**src/rtl/radix4_butterfly_pkg.sv**
```systemverilog
// Shared constants and helpers for the radix-4 butterfly stage.
package radix4_butterfly_pkg;

  localparam int DEF_NB    = 32;  // lane width: {re[W], im[W]}, W = NB/2
  localparam int DEF_FRAME = 8;   // beats per frame
  localparam int STAGES    = 3;   // sum/diff, combine, round/saturate

  // Beat-index counter width; a one-beat frame still gets a 1-bit counter.
  function automatic int cnt_width(input int frame);
    return (frame > 1) ? $clog2(frame) : 1;
  endfunction

endpackage

```
**src/rtl/radix4_butterfly_if.sv**
```systemverilog
// Beat bus between the commutator, the butterfly and the twiddle stage.
interface radix4_butterfly_if
  import radix4_butterfly_pkg::*;
#(
  parameter int NB = DEF_NB
);
  logic              start;
  logic              in_valid;
  logic [4*NB-1:0]   input_data;
  logic [4*NB-1:0]   output_data;
  logic              out_valid;
  logic              out_last;
  logic              ovf;

  modport master (
    output start, in_valid, input_data,
    input  output_data, out_valid, out_last, ovf
  );

  modport slave (
    input  start, in_valid, input_data,
    output output_data, out_valid, out_last, ovf
  );
endinterface

```
**src/rtl/radix4_butterfly_cplx_round_sat.sv**
```systemverilog
// One real component: optional /4 with round-half-up, then clamp to W bits.
module cplx_round_sat #(
  parameter int W     = 16,
  parameter int SCALE = 1
) (
  input  logic signed [W+1:0] v,
  output logic signed [W-1:0] q,
  output logic                sat
);
  localparam logic signed [W+2:0] TWO  = 2;
  localparam logic signed [W+2:0] MAXV = (W+3)'((2 ** (W-1)) - 1);
  localparam logic signed [W+2:0] MINV = -(W+3)'(2 ** (W-1));

  logic signed [W+2:0] vx;
  logic signed [W+2:0] sc;

  // One guard bit above the input keeps v+2 from wrapping before the shift.
  always_comb begin
    vx  = {v[W+1], v};
    sc  = (SCALE != 0) ? ((vx + TWO) >>> 2) : vx;
    sat = 1'b0;
    q   = sc[W-1:0];
    if (sc > MAXV) begin
      q   = MAXV[W-1:0];
      sat = 1'b1;
    end else if (sc < MINV) begin
      q   = MINV[W-1:0];
      sat = 1'b1;
    end
  end
endmodule

```
**src/rtl/radix4_butterfly.sv**
```systemverilog
// Radix-4 butterfly: 4-point DFT per beat (only +/-j rotations), optional /4
// scaling with saturation, frame-last tagging, sticky overflow.
module radix4_butterfly
  import radix4_butterfly_pkg::*;
#(
  parameter int NB    = DEF_NB,
  parameter int FRAME = DEF_FRAME,
  parameter int SCALE = 1
) (
  input logic               clk,
  input logic               reset,
  radix4_butterfly_if.slave bus
);
  localparam int W  = NB / 2;
  localparam int W1 = W + 1;
  localparam int W2 = W + 2;
  localparam int CW = cnt_width(FRAME);
  localparam logic [CW-1:0] LAST_IDX = CW'(FRAME - 1);

  // ---------------- beat index ----------------
  logic [CW-1:0] cnt;
  logic [CW-1:0] idx;
  logic          last_in;

  // start forces the current beat to index 0, overriding any pending wrap.
  always_comb begin
    idx     = bus.start ? '0 : cnt;
    last_in = (idx == LAST_IDX);
  end

  // Counter advances on accepted beats only; start alone parks it at 0.
  always_ff @(posedge clk or posedge reset) begin
    if (reset)             cnt <= '0;
    else if (bus.in_valid) cnt <= last_in ? '0 : idx + CW'(1);
    else if (bus.start)    cnt <= '0;
  end

  // ---------------- valid/last shift registers ----------------
  logic [STAGES-1:0] vld_pipe;
  logic [STAGES-1:0] last_pipe;

  // Tags ride alongside the data; bubbles shift through as zeros.
  always_ff @(posedge clk or posedge reset) begin
    if (reset) begin
      vld_pipe  <= '0;
      last_pipe <= '0;
    end else begin
      vld_pipe  <= {vld_pipe[STAGES-2:0], bus.in_valid};
      last_pipe <= {last_pipe[STAGES-2:0], bus.in_valid & last_in};
    end
  end

  assign bus.out_valid = vld_pipe[STAGES-1];
  assign bus.out_last  = last_pipe[STAGES-1];

  // ---------------- stage 1: sums and differences ----------------
  logic signed [W-1:0] x_re [4];
  logic signed [W-1:0] x_im [4];

  // Lane k sits at [(k+1)*NB-1 : k*NB], real half on top.
  always_comb begin
    for (int k = 0; k < 4; k++) begin
      x_re[k] = bus.input_data[k*NB+W +: W];
      x_im[k] = bus.input_data[k*NB +: W];
    end
  end

  logic signed [W1-1:0] a_re, a_im, b_re, b_im, c_re, c_im, d_re, d_im;

  // a = x0+x2, b = x0-x2, c = x1+x3, d = x1-x3, one bit of growth.
  always_ff @(posedge clk or posedge reset) begin
    if (reset) begin
      a_re <= '0; a_im <= '0; b_re <= '0; b_im <= '0;
      c_re <= '0; c_im <= '0; d_re <= '0; d_im <= '0;
    end else begin
      a_re <= W1'(x_re[0]) + W1'(x_re[2]);
      a_im <= W1'(x_im[0]) + W1'(x_im[2]);
      b_re <= W1'(x_re[0]) - W1'(x_re[2]);
      b_im <= W1'(x_im[0]) - W1'(x_im[2]);
      c_re <= W1'(x_re[1]) + W1'(x_re[3]);
      c_im <= W1'(x_im[1]) + W1'(x_im[3]);
      d_re <= W1'(x_re[1]) - W1'(x_re[3]);
      d_im <= W1'(x_im[1]) - W1'(x_im[3]);
    end
  end

  // ---------------- stage 2: combine with +/-j ----------------
  logic signed [W2-1:0] y_re [4];
  logic signed [W2-1:0] y_im [4];

  // y1 = b - j*d and y3 = b + j*d are just swaps and sign flips of d.
  always_ff @(posedge clk or posedge reset) begin
    if (reset) begin
      for (int k = 0; k < 4; k++) begin
        y_re[k] <= '0;
        y_im[k] <= '0;
      end
    end else begin
      y_re[0] <= W2'(a_re) + W2'(c_re);
      y_im[0] <= W2'(a_im) + W2'(c_im);
      y_re[2] <= W2'(a_re) - W2'(c_re);
      y_im[2] <= W2'(a_im) - W2'(c_im);
      y_re[1] <= W2'(b_re) + W2'(d_im);
      y_im[1] <= W2'(b_im) - W2'(d_re);
      y_re[3] <= W2'(b_re) - W2'(d_im);
      y_im[3] <= W2'(b_im) + W2'(d_re);
    end
  end

  // ---------------- stage 3: round / saturate ----------------
  logic signed [W-1:0] q_re [4];
  logic signed [W-1:0] q_im [4];
  logic [3:0]          sat_re;
  logic [3:0]          sat_im;

  for (genvar k = 0; k < 4; k++) begin : g_lane
    cplx_round_sat #(.W(W), .SCALE(SCALE)) u_re (
      .v(y_re[k]), .q(q_re[k]), .sat(sat_re[k])
    );
    cplx_round_sat #(.W(W), .SCALE(SCALE)) u_im (
      .v(y_im[k]), .q(q_im[k]), .sat(sat_im[k])
    );
  end

  logic [4*NB-1:0] q_packed;
  logic            sat_beat;

  // Repack the clamped results into lane order; only valid beats may flag.
  always_comb begin
    q_packed = '0;
    for (int k = 0; k < 4; k++) q_packed[k*NB +: NB] = {q_re[k], q_im[k]};
    sat_beat = vld_pipe[STAGES-2] & (|{sat_re, sat_im});
  end

  // Output register; start clears ovf but a clamp landing this edge still counts.
  always_ff @(posedge clk or posedge reset) begin
    if (reset) begin
      bus.output_data <= '0;
      bus.ovf         <= 1'b0;
    end else begin
      bus.output_data <= q_packed;
      bus.ovf         <= (bus.start ? 1'b0 : bus.ovf) | sat_beat;
    end
  end

endmodule
```
**src/flat_wrapper.sv**
```systemverilog
// flat-port wrapper written by rule: the top's interface ports become plain ports
module radix4_butterfly_flat import radix4_butterfly_pkg::*;
#(
  parameter int NB    = DEF_NB,
  parameter int FRAME = DEF_FRAME,
  parameter int SCALE = 1
)
  (clk, reset, bus_start, bus_in_valid, bus_input_data, bus_output_data, bus_out_valid, bus_out_last, bus_ovf);
  radix4_butterfly_if #(.NB(NB)) bus_i ();
  input logic clk;
  input logic reset;
  input wire logic [$bits(bus_i.start)-1:0] bus_start;
  input wire logic [$bits(bus_i.in_valid)-1:0] bus_in_valid;
  input wire logic [$bits(bus_i.input_data)-1:0] bus_input_data;
  output wire logic [$bits(bus_i.output_data)-1:0] bus_output_data;
  output wire logic [$bits(bus_i.out_valid)-1:0] bus_out_valid;
  output wire logic [$bits(bus_i.out_last)-1:0] bus_out_last;
  output wire logic [$bits(bus_i.ovf)-1:0] bus_ovf;
  assign bus_i.start = bus_start;
  assign bus_i.in_valid = bus_in_valid;
  assign bus_i.input_data = bus_input_data;
  assign bus_output_data = bus_i.output_data;
  assign bus_out_valid = bus_i.out_valid;
  assign bus_out_last = bus_i.out_last;
  assign bus_ovf = bus_i.ovf;
  radix4_butterfly #(.NB(NB), .FRAME(FRAME), .SCALE(SCALE)) u_core (.clk(clk), .reset(reset), .bus(bus_i));
endmodule
```
**config.mk**
```make
export PLATFORM = sky130hd
export DESIGN_NAME = radix4_butterfly_flat
export DESIGN_NICKNAME = d
export VERILOG_FILES = /design/src/rtl/radix4_butterfly_pkg.sv /design/src/rtl/radix4_butterfly_if.sv /design/src/rtl/radix4_butterfly_cplx_round_sat.sv /design/src/rtl/radix4_butterfly.sv /design/src/flat_wrapper.sv
export SDC_FILE = /design/constraint.sdc
export NUM_CORES = 1
export LEC_CHECK = 0
export ABC_AREA = 1
export CORE_MARGIN = 2
export CORE_UTILIZATION = 65
export CTS_BUF_LIST = sky130_fd_sc_hd__clkbuf_16
export DETAILED_ROUTE_END_ITERATION = 10
export DONT_BUFFER_PORTS = 1
export GPL_TIMING_DRIVEN = 0
export PLACE_DENSITY_LB_ADDON = 0.12
export SYNTH_ARGS = -nofsm -noshare
export SYNTH_HDL_FRONTEND = slang
export SYNTH_SLANG_ARGS = --single-unit
```
**constraint.sdc**
```tcl
create_clock -name clk -period 16.65 [get_ports clk]
set_clock_uncertainty 0.15 [all_clocks]
set_input_delay 3.33 -clock clk [delete_from_list [all_inputs] [get_ports clk]]
set_output_delay 3.33 -clock clk [all_outputs]
set_load 0.01 [all_outputs]
```
==> impl_metrics.py <==
metrics = {
    "grt": {
        "grt_pass1_wl_mm": 112.9,
        "track_usage_pct": 34.50,
        "antenna_found_initial": 8,
        "grt_max_degree": 147,
        "grt_pass1_vias": 21180,
        "grt_overflow_total": 0,
    },
    "placed_design": {
        "hpwlAfterDp_mm": 58.45,
        "place_congestion": 0.9882,
        "port_buffers": 0,
        "place_area_sq_um": 27270,
    },
    "worst_setup_path": {
        "path_delay_family": "adder cells",
        "crit_required_ns": 16.93,
        "rr_endpoint": "u_core.y_im[48]",
        "cp-start-kind": "input pin",
        "endpoint": "u_core.d_re[12]",
        "crit_start": "bus_input_data[48]",
        "worstRegToRegCells": 10,
        "slowest_delay_ns": 0.43,
        "path_class": "input pin to flop",
        "path_cells": "inv_1, ha_1, fa_1, nand3b_1, nand2_1, a21oi_1, o21ai_2, a21boi_1, o21ai_0, xor2_1",
        "critical_path_arrival_ns": 5.49,
        "timing.rr.start": "u_core.a_im[0]",
        "cp_num_buf_inv": 1,
        "path_max_fanout": 3,
        "cp-end-kind": "flop",
        "r2r_slack_ns": 13.97,
        "cp_slowest_cell": "fa_1",
        "cp.depth": 10,
    },
    "finish": {
        "diodes": 0,
        "postLayoutCellArea_sq_um": 28670,
        "nNetsFinal": 3621,
        "drive_gt1_share_pct": 8.362,
        "final_core_util_pct": 71.65,
        "syn2layout_area_growth_pct": 8.086,
    },
    "floorplan": {
        "fp.dieW_um": 206.0,
        "fp-row-count": 73,
        "die_h_um": 206.0,
        "ios": 263,
        "die_area_sq_um": 42430,
        "coreArea_sq_um": 40010,
        "start_util_pct": 66.29,
    },
    "clocking": {
        "cts_tree": "built",
        "cts.sinks": 406,
        "numCtsBuffers": 42,
        "postCtsSetupRepairBufs": 0,
        "htreeDepth": 2,
        "clock_latency_ns": 0.58,
        "cts-resized-gates": 0,
        "cts-root-buf": "clkbuf_16",
        "cts_hold_buf": 0,
        "clock_path_buffers": 3,
        "cts.clk_slew.worst_paths_ns": 0.06,
    },
    "yosys": {
        "avgSynthCellArea_sq_um": 8.393,
        "synth_warnings": 0,
        "syn_area_sq_um": 26520,
        "synthTopCellsByCount": "570 x nand2_1, 459 x inv_1, 406 x dfrtp_1, 266 x ha_1, 260 x xor2_1",
        "synth-async-reset-ratio_pct": 100.0,
        "syn_nets": 3574,
        "ys_seq_area_share_pct": 38.31,
        "synth_flop_cell": "dfrtp_1",
        "ys_top_cells_by_area": "dfrtp_1 38%, ha_1 13%, xor2_1 8.6%, nand2_1 8.1%, inv_1 6.5%",
        "post-synth-top-area-cell": "dfrtp_1",
        "syn_inst": 3160,
        "synth_edf_count": 0,
        "synth.distinct_cells": 54,
        "post-synth-top-count-cell": "nand2_1",
        "yosys.area.top_type_share_pct": 38.31,
        "ys_ff_latch": 406,
    },
    "drt": {
        "final_antenna_net_count": 0,
        "vias": 21630,
        "finalWirelength_mm": 72.94,
        "drt-initial-drc-count": 2131,
        "drt-pass1-iter-count": 7,
        "via_per_inst": 5.742,
        "wl_per_cell_um": 19.37,
        "drc_errors": 0,
    },
    "pwr": {
        "power_leakage_nw": 14.63,
        "power_per_cell_area_nw_per_um2": 162.9,
        "max-vdd-ir-drop_mv": 0.08759,
    },
    "timing": {
        "slew_violations": 0,
        "rsz0062_at_grt": "false",
        "hold_viol_final": 0,
        "relSlewSlack_pct": 49.34,
        "setup_viol": 0,
        "tightestPinTransition_ns": 0.7599,
        "max_freq_mhz": 192.0,
        "post-route-period-util_pct": 31.28,
        "setup_tns_ns": 0,
        "finalCriticalPeriod_ns": 5.208,
    },
    "hold_path": {
        "min_path_type": "flop to flop",
    },
    "outcome": {
        "outcome": "complete, no violations",
    },
    "flow_run": {
        "max-cap-violations": 0,
    },
}
flip-flops by register name (all words and copies together) (netlist names), 17 cells and up:
register	flops
u_core.a_im	17
u_core.a_re	17
u_core.bus.output_data	128
u_core.c_im	17
u_core.c_re	17
u_core.y_im	68
u_core.y_re	68
final cells by class:
cell class / instances / area, sq um
inverter: 475 / 1790
sequential: 406 / 10160
multi-input combinational: 2204 / 14190
buffer: 75 / 385.4
clock inverter: 33 / 271.5
clock buffer: 45 / 1126
tap: 525 / 656.9
timing repair buffer: 3 / 82.58
fill: 3038 / 11340
worst register-to-register path, stage by stage, from the launching register on:
cell     delay (ns)
dfrtp_1        0.46
nor2_1         0.46
fa_1           0.36
o21ai_2        0.10
a21oi_1        0.43
o21ai_2        0.15
nand2_1        0.09
nand2_1        0.07
nand2_1        0.07
nand2_1        0.06
xor2_1         0.15
report_power, final:
group	total [W]	leakage (nW)	internal, W	switching, W
sequential	0.00180	4.70	0.00140	0.000406
clock	0.000958	0.701	0.000563	0.000395
combinational	0.00191	9.23	0.000651	0.00126
placed cells by master (no fill, tap or decap), drive strengths merged, types with 33 or more instances in the layout:
cell type	count
nand2	602
inv	480
dfrtp	406
nor2	268
ha	266
xor2	260
a21oi	259
o21ai	202
clkbuf	68
nand3	65
buf	55
nand4	49
nor3	48
xnor2	33
cell families (layout without fill, tap and decap cells):
| kind of cell | count (synthesis) | after routing | share of synthesized area, % |
|---|---|---|---|
| AND/OR/NAND/NOR | 1056 | 1056 | 17.30 |
| adder cells (fa/ha/maj) | 282 | 282 | 13.76 |
| AO/OA/AOI/OAI | 573 | 573 | 12.76 |
| buffers and inverters | 550 | 631 | 8.176 |
| flip-flops | 406 | 406 | 38.31 |
| XOR/XNOR | 293 | 293 | 9.705 |
metrics by stage:
step           setup WS (ns)  total power (W)  cells  hold slack (ns)
3_5_place_dp           10.94         0.003663   3688           0.1870
2_1_floorplan          1.875         0.003092   3160           0.1812
4_1_cts                11.51         0.004644   3766           0.2005
6_report               11.44         0.004670   3766           0.1993
5_1_grt                11.35         0.004973   3766           0.2167
3_3_place_gp         -0.9994         0.003586   3685           0.1857
worst min-delay path by stage:
stage,startpoint,end,slack [ns],cells after the start
6_report,u_core.last_pipe[0],u_core.last_pipe[1],0.20,0
5_1_grt,u_core.last_pipe[0],u_core.last_pipe[1],0.22,0
4_1_cts,u_core.vld_pipe[0],u_core.vld_pipe[1],0.20,0
3_5_place_dp,u_core.vld_pipe[0],u_core.vld_pipe[1],0.19,0
3_3_place_gp,u_core.vld_pipe[0],u_core.vld_pipe[1],0.19,0
2_1_floorplan,u_core.last_pipe[0],u_core.last_pipe[1],0.18,0
routing by layer:
layer,wire (um),vias up,share of wire [%],track usage [%]
met1,29750,10280,41,44.19
met2,33750,938,46,56.08
li1,-,10220,-,-
met5,26,-,0.036,0
met4,3064,4,4.2,13.04
met3,6341,175,8.7,9.224
No activity file was read; power rests on OpenSTA's default activity.
